## config.mk

```make
export PLATFORM = sky130hd
export DESIGN_NAME = uart_tx_engine
export DESIGN_NICKNAME = d
export VERILOG_FILES = /design/src/rtl/uart_pkg.sv /design/src/rtl/tx_bps_gen.sv /design/src/rtl/uart_tx_engine.sv
export SDC_FILE = /design/constraint.sdc
export NUM_CORES = 1
export LEC_CHECK = 0
export ABC_AREA = 0
export ABC_CLOCK_PERIOD_IN_PS = 6200
export BUFFER_PORTS_ARGS = -buffer_cell sky130_fd_sc_hd__buf_4
export CAP_MARGIN = 30
export CORE_ASPECT_RATIO = 0.75
export CORE_MARGIN = 2
export CORE_UTILIZATION = 35
export CTS_CLUSTER_SIZE = 24
export DETAILED_ROUTE_END_ITERATION = 7
export PLACE_DENSITY = 0.48
export SYNTH_ARGS = -nofsm -noshare
export SYNTH_HDL_FRONTEND = slang
export SYNTH_SLANG_ARGS = --single-unit
```

## constraint.sdc

```tcl
create_clock -name CLOCK -period 6.2 [get_ports CLOCK]
set_clock_uncertainty 0.15 [all_clocks]
set_input_delay 0.93 -clock CLOCK [delete_from_list [all_inputs] [get_ports CLOCK]]
set_output_delay 0.93 -clock CLOCK [all_outputs]
set_load 0.02 [all_outputs]
```

## src/rtl/uart_pkg.sv

```systemverilog
// uart_pkg: definitions shared by the UART transmit and receive paths
// (state encoding, 2^32*baud/f_clk increments, frame data width).
package uart_pkg;

  localparam int UART_DATA_W = 8;

  // Phase-accumulator increments, round(2^32 * baud / f_clk)
  localparam logic [31:0] BPS_9600_50M    = 32'd824634;
  localparam logic [31:0] BPS_115200_50M  = 32'd9895605;
  localparam logic [31:0] BPS_128000_50M  = 32'd10995116;
  localparam logic [31:0] BPS_256000_50M  = 32'd21990233;
  localparam logic [31:0] BPS_9600_100M   = 32'd412317;
  localparam logic [31:0] BPS_115200_100M = 32'd4947802;
  localparam logic [31:0] BPS_128000_100M = 32'd5497558;
  localparam logic [31:0] BPS_256000_100M = 32'd10995116;

  typedef enum logic [2:0] {
    IDLE   = 3'd0,
    START  = 3'd1,
    DATA   = 3'd2,
    PARITY = 3'd3,
    STOP   = 3'd4
  } tx_state_t;

endpackage

```

## src/rtl/tx_bps_gen.sv

```systemverilog
// tx_bps_gen: 32-bit phase accumulator; BPS_CLKen is the carry out of the
// running sum, so bit periods alternate between floor/ceil of 2^32/BPS_CNT.
module tx_bps_gen #(
  parameter logic [31:0] BPS_CNT = 32'd824634
) (
  input  logic CLOCK,
  input  logic En_Sig,
  input  logic Clr_Sig,
  output logic BPS_CLKen
);

  logic [31:0] acc_p0;
  logic [32:0] sum;

  assign sum       = {1'b0, acc_p0} + {1'b0, BPS_CNT};
  assign BPS_CLKen = En_Sig & sum[32];

  // Only the 32-bit remainder is kept so the fractional phase carries over.
  always_ff @(posedge CLOCK) begin
    if (Clr_Sig) begin
      acc_p0 <= '0;
    end else if (En_Sig) begin
      acc_p0 <= sum[31:0];
    end
  end

endmodule

```

## src/rtl/uart_tx_engine.sv

```systemverilog
// uart_tx_engine: byte-to-serial UART transmitter, 8-N-1 by default.
// Define UART_TX_PARITY_EN for 8-E-1 framing; it must match the receive side.
module uart_tx_engine
  import uart_pkg::*;
#(
  parameter logic [31:0] BPS_CNT = 32'd824634
) (
  input  logic                   CLOCK,
  input  logic                   RST,
  input  logic                   TX_En_Sig,
  input  logic [UART_DATA_W-1:0] TX_Data,
  output logic                   TXD,
  output logic                   TX_Busy,
  output logic                   TX_Done_Sig
);

  tx_state_t              state_p0, state_nxt;
  logic [UART_DATA_W-1:0] shift_p0, shift_nxt;
  logic [2:0]             cnt_p0, cnt_nxt;
  logic                   accept, tick, bps_en, bps_clr;
  logic                   txd_nxt, done_nxt;
`ifdef UART_TX_PARITY_EN
  logic                   par_p0, par_nxt;
`endif

  assign bps_en  = (state_p0 != IDLE);
  assign bps_clr = RST | accept;

  tx_bps_gen #(
    .BPS_CNT (BPS_CNT)
  ) u_bps_gen (
    .CLOCK     (CLOCK),
    .En_Sig    (bps_en),
    .Clr_Sig   (bps_clr),
    .BPS_CLKen (tick)
  );

  always_comb begin
    state_nxt = state_p0;
    shift_nxt = shift_p0;
    cnt_nxt   = cnt_p0;
    accept    = 1'b0;
    done_nxt  = 1'b0;
`ifdef UART_TX_PARITY_EN
    par_nxt   = par_p0;
`endif

    case (state_p0)
      IDLE: begin
        if (TX_En_Sig) begin
          accept    = 1'b1;
          state_nxt = START;
          shift_nxt = TX_Data;
          cnt_nxt   = 3'd0;
`ifdef UART_TX_PARITY_EN
          par_nxt   = ^TX_Data;
`endif
        end
      end
      START: begin
        if (tick) state_nxt = DATA;
      end
      DATA: begin
        if (tick) begin
          shift_nxt = {1'b0, shift_p0[UART_DATA_W-1:1]};
          cnt_nxt   = cnt_p0 + 3'd1;
          if (cnt_p0 == 3'd7) begin
`ifdef UART_TX_PARITY_EN
            state_nxt = PARITY;
`else
            state_nxt = STOP;
`endif
          end
        end
      end
`ifdef UART_TX_PARITY_EN
      PARITY: begin
        if (tick) state_nxt = STOP;
      end
`endif
      STOP: begin
        if (tick) begin
          state_nxt = IDLE;
          done_nxt  = 1'b1;
        end
      end
      default: state_nxt = IDLE;
    endcase

    // Line level is decoded from the next state so TXD leaves a flop.
    case (state_nxt)
      START:   txd_nxt = 1'b0;
      DATA:    txd_nxt = shift_nxt[0];
`ifdef UART_TX_PARITY_EN
      PARITY:  txd_nxt = par_nxt;
`endif
      default: txd_nxt = 1'b1;
    endcase
  end

  // ---- control register stage ----
  always_ff @(posedge CLOCK) begin
    if (RST) begin
      state_p0    <= IDLE;
      cnt_p0      <= 3'd0;
      TXD         <= 1'b1;
      TX_Busy     <= 1'b0;
      TX_Done_Sig <= 1'b0;
    end else begin
      state_p0    <= state_nxt;
      cnt_p0      <= cnt_nxt;
      TXD         <= txd_nxt;
      TX_Busy     <= (state_nxt != IDLE);
      TX_Done_Sig <= done_nxt;
    end
  end

  // ---- data register stage ----
  always_ff @(posedge CLOCK) begin
    shift_p0 <= shift_nxt;
`ifdef UART_TX_PARITY_EN
    par_p0   <= par_nxt;
`endif
  end

endmodule

```

==> results.json, run 1 <==
{
  "vias": 1776,
  "drt.antenna.violating_nets": 0,
  "finalSetupTns_ps": 0,
  "io_buffer_count": 13,
  "overflow": 0,
  "die_y_um": 74.7,
  "antenna_cells_inserted": 0,
  "max-vdd-ir-drop_mv": 0.112,
  "worst_pin_slew_ps": 726,
  "number_of_global_route_vias_before_repair": 1633,
  "clock_power_share_pct": 34.6,
  "finalNetCount": 278,
  "synth_sequential_area_ratio_pct": 44.3,
  "multi_input_comb_area_sq_um": 1260,
  "placed_cells_incl_taps": 338,
  "detailedRoute.firstIterationViolations": 92,
  "fmax_ghz": 0.403,
  "whs_ps": 348,
  "start_kind": "flop",
  "cts.hold.buffers_added": 0,
  "synth.lib_cells_used.distinct": 51,
  "cts_tree": "built",
  "cp-end-kind": "flop",
  "ctsRootBufferMaster": "sky130_fd_sc_hd__clkbuf_8",
  "power.leakage_nw": 0.916,
  "async_set_or_reset_flop_fraction_in_the_synthesized_netlist_pct": 0,
  "hold_viol": 0,
  "track_usage_pct": 13.9,
  "die_footprint_sq_um": 7330,
  "clk-insertion-delay-late_ps": 290,
  "worst-endpoint-arrival_ps": 2560,
  "setup_viol_count_final": 0,
  "synth_area_leader_cell": "sky130_fd_sc_hd__dfxtp_1",
  "die_x_um": 98.2,
  "fin_util_pct": 41.1,
  "fillCellCount": 659,
  "clock_tree.buffer_depth": 2,
  "power_switching_share_pct": 24.9,
  "power.switching_w": 0.000161,
  "antenna_violations_before_repair": 0,
  "cell_by_cell_trace_of_the_critical_path": "a2111oi_4 -> nor3_2 -> o2111a_1 -> nor2b_1 -> nand4_1 -> a21oi_1",
  "synth-warning-count": 0,
  "synth_nets": 266,
  "htreeDepth": 2,
  "max_stage_delay_ps": 610,
  "cts.sinks": 48,
  "wirelength_mm": 4.70,
  "report.final.slew_viol_count": 0,
  "largest_net_degree_at_the_start_of_global_routing": 32,
  "synth_area_leaders": "sky130_fd_sc_hd__dfxtp_1, sky130_fd_sc_hd__edfxtp_1, sky130_fd_sc_hd__nor2_1",
  "detailed_route_drc_error_count": 0,
  "synth.top_cell.area_share_pct": 35.2,
  "drt_pre_antenna_iters": 5,
  "drive_gt1_share_pct": 15.1,
  "hold_class": "flop to flop",
  "detail_route.vias_per_cell": 5.13,
  "routedWlPerCell_um": 13.6,
  "placement.cell_area_sq_um": 2510,
  "post_cts_resize_count": 0,
  "p_int_w": 0.000485,
  "synth.top_cells.by_count": "sky130_fd_sc_hd__dfxtp_1, sky130_fd_sc_hd__nor2_1, sky130_fd_sc_hd__a21oi_1, sky130_fd_sc_hd__nand2_1, sky130_fd_sc_hd__o21ai_0",
  "power.density_nw_per_um2": 246,
  "finalWorstPathRequiredPeriod_ps": 2480,
  "p_seq_share_pct": 52.9,
  "postLayoutCellArea_sq_um": 2630,
  "rows": 25,
  "min_period_over_period_pct": 40.0,
  "synthMostInstantiatedCell": "sky130_fd_sc_hd__dfxtp_1",
  "clkTransAtPathRegs_ps": 90,
  "share_comb_of_total_power_pct": 12.5,
  "instances_no_fill": 346,
  "outcome": "complete, no violations",
  "synth_seq_cells": 48,
  "dominantRegCellSynth": "sky130_fd_sc_hd__dfxtp_1",
  "critPathSlowestCell": "sky130_fd_sc_hd__nor2b_1",
  "timing.slew.headroom_pct": 51.5,
  "layout_area_growth_over_synthesis_pct": 12.7,
  "gp_congestion": 0.770,
  "post_synth_inst_count": 252,
  "grt_first_pass_wirelength_mm": 8.26,
  "pin_count": 14,
  "cp.required_ps": 6280,
  "fp.coreArea_sq_um": 6380,
  "detailed_place_hpwl_mm": 3.28,
  "unrepaired_setup_endpoints_after_global_routing": "false",
  "synth_enable_flop_cells": 7,
  "critical_path_peak_fanout": 11,
  "syn-mean-instance-area_sq_um": 9.24,
  "critical_path_class": "flop to flop",
  "cap_violations": 0,
  "netlist_area_sq_um": 2330,
  "post_cts.repair.setup_buffers": 0,
  "initial_utilization_pct": 36.5,
  "area.sequential_sq_um": 1030,
  "tritoncts.num_buffers": 5
}
-- registers in the layout, summed over array words and instances (netlist names) --
signal,flops
TX_Busy,1
state_p0,3
shift_p0,8
TX_Done_Sig,1
TXD,1
cnt_p0,3
u_bps_gen.acc_p0,31
-- worst max-delay path, delay by kind of cell (launching register included) --
family	cells	cell delay, ps
DFF	1	440
AOI/OAI and AO/OA	3	610
and+or+nand+nor	3	1200
-- power by group through the flow --
stage / clock network, W / logic [W] / registers, W
final: 0.000223 / 0.0000804 / 0.000342
after detailed placement: 0 / 0.0000806 / 0.000349
after CTS: 0.000237 / 0.0000814 / 0.000342
after global routing: 0.000247 / 0.0000898 / 0.000344
after global placement: 0 / 0.0000796 / 0.000349
after floorplan: 0 / 0.0000584 / 0.000348
-- through the flow --
| step | power (W) | setup WS [ps] |
|---|---|---|
| after floorplan | 0.000406 | 4000 |
| after global placement | 0.000429 | 3500 |
| after detailed placement | 0.000429 | 3750 |
| after CTS | 0.000660 | 3700 |
| after global routing | 0.000681 | 3450 |
| final | 0.000645 | 3720 |
-- final timing paths --
kind | startpoint | endpoint | slack (ps) | cells past startpoint
max | u_bps_gen.acc_p0[1] | cnt_p0[1] | 3720 | 6
min | cnt_p0[1] | cnt_p0[1] | 350 | 2
max reg2reg | u_bps_gen.acc_p0[1] | cnt_p0[1] | 3720 | 6
min reg2reg | cnt_p0[1] | cnt_p0[1] | 350 | 2
-- metal layers --
layer,GRT usage [%],part of all wire (%),up-vias
met4,2.74,0.40,0
met3,3.53,2.9,2
li1,-,-,932
met5,0,0,-
met1,22.9,58,826
met2,17.9,38,16
-- layout by cell type (no fill, tap or decap), types with 2 or more instances in the layout --
cell type | Yosys | routed
sky130_fd_sc_hd__nand3b_1 | 4 | 4
sky130_fd_sc_hd__and2_1 | 2 | 2
sky130_fd_sc_hd__edfxtp_1 | 7 | 7
sky130_fd_sc_hd__xnor2_1 | 10 | 10
sky130_fd_sc_hd__nor3_2 | 1 | 2
sky130_fd_sc_hd__a211o_1 | 2 | 2
sky130_fd_sc_hd__clkbuf_8 | 0 | 5
sky130_fd_sc_hd__nor4_1 | 2 | 2
sky130_fd_sc_hd__nand4_1 | 8 | 8
sky130_fd_sc_hd__a21o_1 | 4 | 4
sky130_fd_sc_hd__a31oi_1 | 2 | 2
sky130_fd_sc_hd__dfxtp_1 | 41 | 41
sky130_fd_sc_hd__and3_1 | 5 | 5
sky130_fd_sc_hd__nor4b_1 | 2 | 2
sky130_fd_sc_hd__a22o_1 | 6 | 6
sky130_fd_sc_hd__a211oi_1 | 2 | 2
sky130_fd_sc_hd__ha_1 | 3 | 3
sky130_fd_sc_hd__nand3_1 | 4 | 4
sky130_fd_sc_hd__or3_1 | 9 | 9
sky130_fd_sc_hd__nor2b_1 | 2 | 2
sky130_fd_sc_hd__nand2_1 | 15 | 15
sky130_fd_sc_hd__nand2b_1 | 5 | 5
sky130_fd_sc_hd__nor2_1 | 33 | 33
sky130_fd_sc_hd__nor3b_1 | 2 | 2
sky130_fd_sc_hd__o21ai_2 | 2 | 2
sky130_fd_sc_hd__a21oi_1 | 18 | 18
sky130_fd_sc_hd__or2_2 | 2 | 2
sky130_fd_sc_hd__xor2_1 | 12 | 12
sky130_fd_sc_hd__o21ai_0 | 15 | 15
sky130_fd_sc_hd__buf_4 | 0 | 14
-- final cells by class --
cell class                 instances  area share, %
clock inverter                     3           1.62
inverter                           1          0.143
clock buffer                       5           2.62
tap                               81           3.86
sequential                        48           39.3
multi-input combinational        192           47.9
timing repair buffer              16           4.62
-- logic make-up (layout without fill, tap and decap cells) --
logic type | after synthesis | after routing | synth area share, %
xor gates and xnor gates | 22 | 22 | 8.27
adders and majority gates | 3 | 3 | 1.61
buffers and inverters | 12 | 25 | 2.04
and+or+nand+nor | 104 | 104 | 24.0
AOI/OAI and AO/OA | 62 | 62 | 19.4
DFF | 48 | 48 | 44.3
muxes | 1 | 1 | 0.430
Power figures use the tool's default switching activity.
==> run 2, diff against run 1 <==
ABC_CLOCK_PERIOD_IN_PS = 2360   (was 6200)
clock period = 2.36 ns   (was 6.2 ns; I/O delays follow)
==> run 2 against run 1 <==
Net effect:
- critical path depth rose by 1
- via count rose by 5.5%
- clock power rose to 2.7 times the previous value
- critical path type unchanged
- combinational power rose to 2.9 times the previous value
- first-iteration DRC count fell by 34%
- total power rose to 2.7 times the previous value
==> results.json, run 2 (synthesis gave the netlist of run 1 again) <==
{
  "timing.slew.headroom_pct": 69.7,
  "clock_tree.buffer_depth": 2,
  "io_buffer_count": 13,
  "start_kind": "flop",
  "post_cts.repair.setup_buffers": 0,
  "ctsRootBufferMaster": "sky130_fd_sc_hd__clkbuf_8",
  "placement.cell_area_sq_um": 2590,
  "critical_path_peak_fanout": 4,
  "antenna_violations_before_repair": 0,
  "routedWlPerCell_um": 13.8,
  "timing.rr.end": "u_bps_gen.acc_p0[17]",
  "unrepaired_setup_endpoints_after_global_routing": "false",
  "met1Wirelength_mm": 2.78,
  "postLayoutCellArea_sq_um": 2710,
  "timing.hold.worst_path_depth": 2,
  "cp-end-kind": "flop",
  "route.met3.wl_um": 187,
  "hold_viol": 0,
  "worst_pin_slew_ps": 450,
  "antenna_cells_inserted": 0,
  "cp.required_ps": 2400,
  "finalNetCount": 288,
  "drive_gt1_share_pct": 18.5,
  "die_footprint_sq_um": 7330,
  "holdCritStartpoint": "RST",
  "min_delay_worst_endpoint": "state_p0[1]",
  "die_x_um": 98.2,
  "dr_wl_met2_mm": 1.87,
  "cell_by_cell_trace_of_the_critical_path": "ha_1 -> or4_4 -> a311oi_4 -> nor2_2 -> o311ai_2 -> xor2_1 -> nor2_1",
  "fillCellCount": 672,
  "htreeDepth": 2,
  "overflow": 0,
  "worst-endpoint-arrival_ps": 2240,
  "cts_tree": "built",
  "finalWorstPathRequiredPeriod_ps": 2190,
  "detailedRoute.firstIterationViolations": 61,
  "detail_route.vias_per_cell": 5.26,
  "critical_path_class": "flop to flop",
  "finalSetupTns_ps": 0,
  "track_usage_pct": 14.1,
  "power.switching_w": 0.000446,
  "max-vdd-ir-drop_mv": 0.297,
  "r2r_setup_slack_ps": 170,
  "power_switching_share_pct": 25.8,
  "max_stage_delay_ps": 460,
  "clock_power_share_pct": 35.0,
  "clk-insertion-delay-late_ps": 310,
  "gp_congestion": 0.720,
  "mostFrequentLayoutCells": "sky130_fd_sc_hd__dfxtp_1, sky130_fd_sc_hd__nor2_1, sky130_fd_sc_hd__buf_4",
  "min_period_over_period_pct": 92.9,
  "largest_register_ffs": 31,
  "total_power_w": 0.00173,
  "cap_violations": 0,
  "vias": 1874,
  "report.final.slew_viol_count": 0,
  "power.density_nw_per_um2": 638,
  "post_cts_resize_count": 0,
  "cts.sinks": 48,
  "fmax_ghz": 0.456,
  "drt_pre_antenna_iters": 4,
  "layout.cells.most_common": "sky130_fd_sc_hd__dfxtp_1",
  "critical_path_buf_inv_count": 0,
  "p_int_w": 0.00128,
  "top_layer": "met4",
  "detailed_route_drc_error_count": 0,
  "pin_count": 14,
  "hold_class": "input port to flop",
  "timing.rr.start": "u_bps_gen.acc_p0[1]",
  "rows": 25,
  "drt.antenna.violating_nets": 0,
  "clkTransAtPathRegs_ps": 90,
  "share_comb_of_total_power_pct": 13.4,
  "layout_area_growth_over_synthesis_pct": 16.4,
  "fp.coreArea_sq_um": 6380,
  "detailed_place_hpwl_mm": 3.39,
  "die_y_um": 74.7,
  "p_seq_share_pct": 51.7,
  "whs_ps": 138,
  "wirelength_mm": 4.92,
  "outcome": "complete, no violations",
  "r2r_cells": 7,
  "reg_top3": "u_bps_gen.acc_p0 (31), shift_p0 (8)",
  "power.leakage_nw": 0.981,
  "setup_viol_count_final": 0,
  "number_of_global_route_vias_before_repair": 1643,
  "largest-register": "u_bps_gen.acc_p0",
  "tritoncts.num_buffers": 5,
  "initial_utilization_pct": 36.5,
  "largest_net_degree_at_the_start_of_global_routing": 32,
  "cts.hold.buffers_added": 0,
  "fin_util_pct": 42.5,
  "critPathSlowestCell": "sky130_fd_sc_hd__or4_4",
  "grt_first_pass_wirelength_mm": 8.20,
  "critical_path.top_delay_family": "simple AND/OR/NAND/NOR gates"
}
-- run 2: through the flow --
step	instances	setup WS [ps]
after detailed placement	348	101
after floorplan	252	163
after global routing	356	28.0
after global placement	348	116
after CTS	356	90.1
final	356	168
-- run 2: per-layer routing --
layer  vias up  track usage [%]
li1        952                -
met1       890             22.2
met2        22             18.0
met3        10             3.44
met4         0             5.48
met5         -                0
-- run 2: worst max-delay path by stage --
stage | start | end | slack (ps) | cells past startpoint
after global placement | u_bps_gen.acc_p0[23] | TXD | 120 | 6
final | u_bps_gen.acc_p0[1] | u_bps_gen.acc_p0[17] | 170 | 7
after CTS | u_bps_gen.acc_p0[1] | u_bps_gen.acc_p0[17] | 90 | 7
after global routing | u_bps_gen.acc_p0[8] | u_bps_gen.acc_p0[26] | 30 | 6
after floorplan | u_bps_gen.acc_p0[22] | shift_p0[1] | 160 | 4
after detailed placement | u_bps_gen.acc_p0[1] | u_bps_gen.acc_p0[17] | 100 | 7
-- run 2: layout make-up --
cell class / instances / area [sq um] / share of cell area, %
Clock buffer: 5 / 68.8 / 2.54
Clock inverter: 3 / 42.5 / 1.57
Inverter: 1 / 3.75 / 0.138
Multi-Input combinational cell: 192 / 1270 / 46.8
Sequential cell: 48 / 1030 / 38.0
Tap cell: 81 / 101 / 3.74
Timing Repair Buffer: 26 / 195 / 7.20
-- run 2: power by group through the flow --
stage               registers (W)  logic, W  clock network (W)
finish                   0.000894  0.000231           0.000605
global route             0.000899  0.000258           0.000654
CTS                      0.000894  0.000232           0.000632
detailed placement       0.000913  0.000230                  0
global placement         0.000913  0.000231                  0
floorplan                0.000913  0.000154                  0
==> run 3, diff against run 2 <==
ABC_AREA = 1   (was 0)
==> run 3 against run 2 <==
Net effect:
- via count rose by 22%
- critical path type unchanged
- non-clock buffer count fell by 9
- largest power group unchanged
- final cell count rose by 36%
- clock power rose by 1%
- global-route usage rose by 1.7 points
- first-iteration DRC count rose by 120%
- utilization fell by 2.5 points
==> results.json, run 3 <==
{
  "outcome": "complete, no violations",
  "max_stage_delay_ps": 380,
  "largest-register": "u_bps_gen.acc_p0",
  "layout.cells.most_common": "sky130_fd_sc_hd__nand2_1",
  "clk-insertion-delay-late_ps": 300,
  "instances_no_fill": 483,
  "met1Wirelength_mm": 3.21,
  "critical_path_peak_fanout": 13,
  "netlist_area_sq_um": 2600,
  "cts_tree": "built",
  "post_cts_resize_count": 0,
  "worst_pin_slew_ps": 659,
  "synth_enable_flop_cells": 7,
  "synth_area_leader_cell": "sky130_fd_sc_hd__dfxtp_1",
  "drt.antenna.violating_nets": 0,
  "layout_area_growth_over_synthesis_pct": 12.0,
  "antenna_violations_before_repair": 0,
  "synth_nets": 381,
  "critical_path_buf_inv_count": 0,
  "synth-warning-count": 0,
  "finalWorstPathRequiredPeriod_ps": 2060,
  "syn-mean-instance-area_sq_um": 7.07,
  "critical_path.top_delay_family": "simple AND/OR/NAND/NOR gates",
  "htreeDepth": 2,
  "route.met3.wl_um": 171,
  "gp_congestion": 0.802,
  "mostFrequentLayoutCells": "sky130_fd_sc_hd__nand2_1, sky130_fd_sc_hd__nor2_1, sky130_fd_sc_hd__dfxtp_1",
  "die_y_um": 78.6,
  "wirelength_mm": 5.78,
  "max-vdd-ir-drop_mv": 0.222,
  "power.leakage_nw": 1.15,
  "drive_gt1_share_pct": 15.4,
  "start_kind": "flop",
  "finalNetCount": 395,
  "setup_viol_count_final": 0,
  "r2r_cells": 10,
  "post_cts.repair.setup_buffers": 0,
  "pin_count": 14,
  "worst-endpoint-arrival_ps": 1890,
  "largest_net_degree_at_the_start_of_global_routing": 22,
  "cp-end-kind": "flop",
  "fp.coreArea_sq_um": 7260,
  "synth-adder-area-share_pct": 1.45,
  "critPathSlowestCell": "sky130_fd_sc_hd__dfxtp_1",
  "detailed_place_hpwl_mm": 4.25,
  "io_buffer_count": 13,
  "rows": 27,
  "die_x_um": 103,
  "placed_cells_incl_taps": 475,
  "critical_path_class": "flop to flop",
  "antenna_cells_inserted": 0,
  "die_footprint_sq_um": 8130,
  "post_synth_inst_count": 367,
  "clock_tree.buffer_depth": 2,
  "cell_by_cell_trace_of_the_critical_path": "nand2_1 -> nand2_1 -> nor2_1 -> nor2_2 -> nand2_1 -> nand2_4 -> nand2_4 -> nand2_4 -> nand2_1 -> nand2_2",
  "vias": 2287,
  "dr_wl_met2_mm": 2.37,
  "fillCellCount": 786,
  "dominantRegCellSynth": "sky130_fd_sc_hd__dfxtp_1",
  "unrepaired_setup_endpoints_after_global_routing": "false",
  "cts.sinks": 48,
  "routedWlPerCell_um": 12.0,
  "initial_utilization_pct": 35.7,
  "synth.area.mux_share_pct": 0,
  "clkTransAtPathRegs_ps": 100,
  "tritoncts.num_buffers": 5,
  "grt_first_pass_wirelength_mm": 10.1,
  "async_set_or_reset_flop_fraction_in_the_synthesized_netlist_pct": 0,
  "crit_path_frequent_cell": "sky130_fd_sc_hd__nand2_1",
  "timing.slew.headroom_pct": 56.0,
  "number_of_global_route_vias_before_repair": 2119,
  "timing.hold.worst_path_depth": 2,
  "synth_area_leaders": "sky130_fd_sc_hd__dfxtp_1, sky130_fd_sc_hd__nand2_1, sky130_fd_sc_hd__edfxtp_1",
  "synth_seq_cells": 48,
  "cp.required_ps": 2200,
  "worstSetupPathDepth": 10,
  "hold_class": "input port to flop",
  "detail_route.vias_per_cell": 4.73,
  "cts.hold.buffers_added": 0,
  "track_usage_pct": 15.7,
  "synth.top_cells.by_count": "sky130_fd_sc_hd__nand2_1, sky130_fd_sc_hd__nor2_1, sky130_fd_sc_hd__dfxtp_1, sky130_fd_sc_hd__inv_1, sky130_fd_sc_hd__nand3_1",
  "yosys.area_share.simple_pct": 36.5,
  "overflow": 0,
  "detailedRoute.firstIterationViolations": 133,
  "ctsRootBufferMaster": "sky130_fd_sc_hd__clkbuf_8",
  "hold_viol": 0,
  "synth_compound_gate_area_share_pct": 13.2,
  "reg_top3": "u_bps_gen.acc_p0 (31), shift_p0 (8)",
  "fmax_ghz": 0.487,
  "top_layer": "met4",
  "drt_pre_antenna_iters": 4,
  "largest_register_ffs": 31,
  "whs_ps": 82.1,
  "synth.top_cell.area_share_pct": 31.6,
  "min_period_over_period_pct": 87.1,
  "synth_xor_area_share_pct": 1.01,
  "report.final.slew_viol_count": 0,
  "power.density_nw_per_um2": 582,
  "cap_violations": 0,
  "detailed_route_drc_error_count": 0,
  "synthMostInstantiatedCell": "sky130_fd_sc_hd__nand2_1",
  "synth_sequential_area_ratio_pct": 39.7,
  "synth.lib_cells_used.distinct": 36,
  "dominant_combinational_cell_family_by_area_after_synthesis": "simple AND/OR/NAND/NOR gates",
  "finalSetupTns_ps": 0
}
==> run 3: cell types whose count changed in the layout (fill, tap and decap cells not counted), moves of 10 or more <==
cell,before,now
sky130_fd_sc_hd__nand2_1,15,81
sky130_fd_sc_hd__inv_1,1,35
sky130_fd_sc_hd__nor3_1,1,15
sky130_fd_sc_hd__nand3_1,4,28
sky130_fd_sc_hd__xnor2_1,10,0
==> run 3: where the power goes <==
group / internal, W / total (W) / switching (W) / leakage [nW]
clock network: 0.000314 / 0.000612 / 0.000297 / 0.0541
registers: 0.000865 / 0.000891 / 0.0000257 / 0.403
logic: 0.0000650 / 0.000190 / 0.000125 / 0.691
total: 0.00124 / 0.00169 / 0.000448 / 1.15
==> run 3: cell type report <==
class,count,area (sq um),share of cell area [%]
clock buffers,5,68.8,2.37
flip-flops and latches,48,1030,35.5
multi-input cells,267,1350,46.6
clock inverters,3,42.5,1.46
inverters,42,158,5.42
repair buffers,17,128,4.39
well taps,101,126,4.35
==> run 3: stage by stage <==
step	cell area [sq um]	setup WS, ps	utilization (%)	power, W
floorplan	2600	665	-	0.00104
global placement	2800	286	38.5	0.00110
detailed placement	2800	288	38.5	0.00110
CTS	2910	262	40.0	0.00172
global route	2910	74.9	40.0	0.00178
finish	2910	305	40.0	0.00169
==> run 3: logic make-up after synthesis <==
family / after synthesis
simple gates: 198
compound gates: 63
buf+inv: 52
flops: 48
xor+xnor: 3
fa+ha+maj: 3
==> run 3: path summary, 6_finish.rpt <==
kind / start / to / slack (ps)
min: RST / state_p0[1] / 80
min reg2reg: u_bps_gen.acc_p0[14] / u_bps_gen.acc_p0[14] / 340
max: u_bps_gen.acc_p0[1] / shift_p0[6] / 300
max reg2reg: u_bps_gen.acc_p0[1] / shift_p0[6] / 300
==> run 3: layer usage <==
| metal | vias to the layer above | track usage (%) |
|---|---|---|
| met5 | - | 0 |
| met4 | 0 | 3.55 |
| met3 | 2 | 3.21 |
| met2 | 27 | 22.2 |
| met1 | 1023 | 24.2 |
| li1 | 1235 | - |
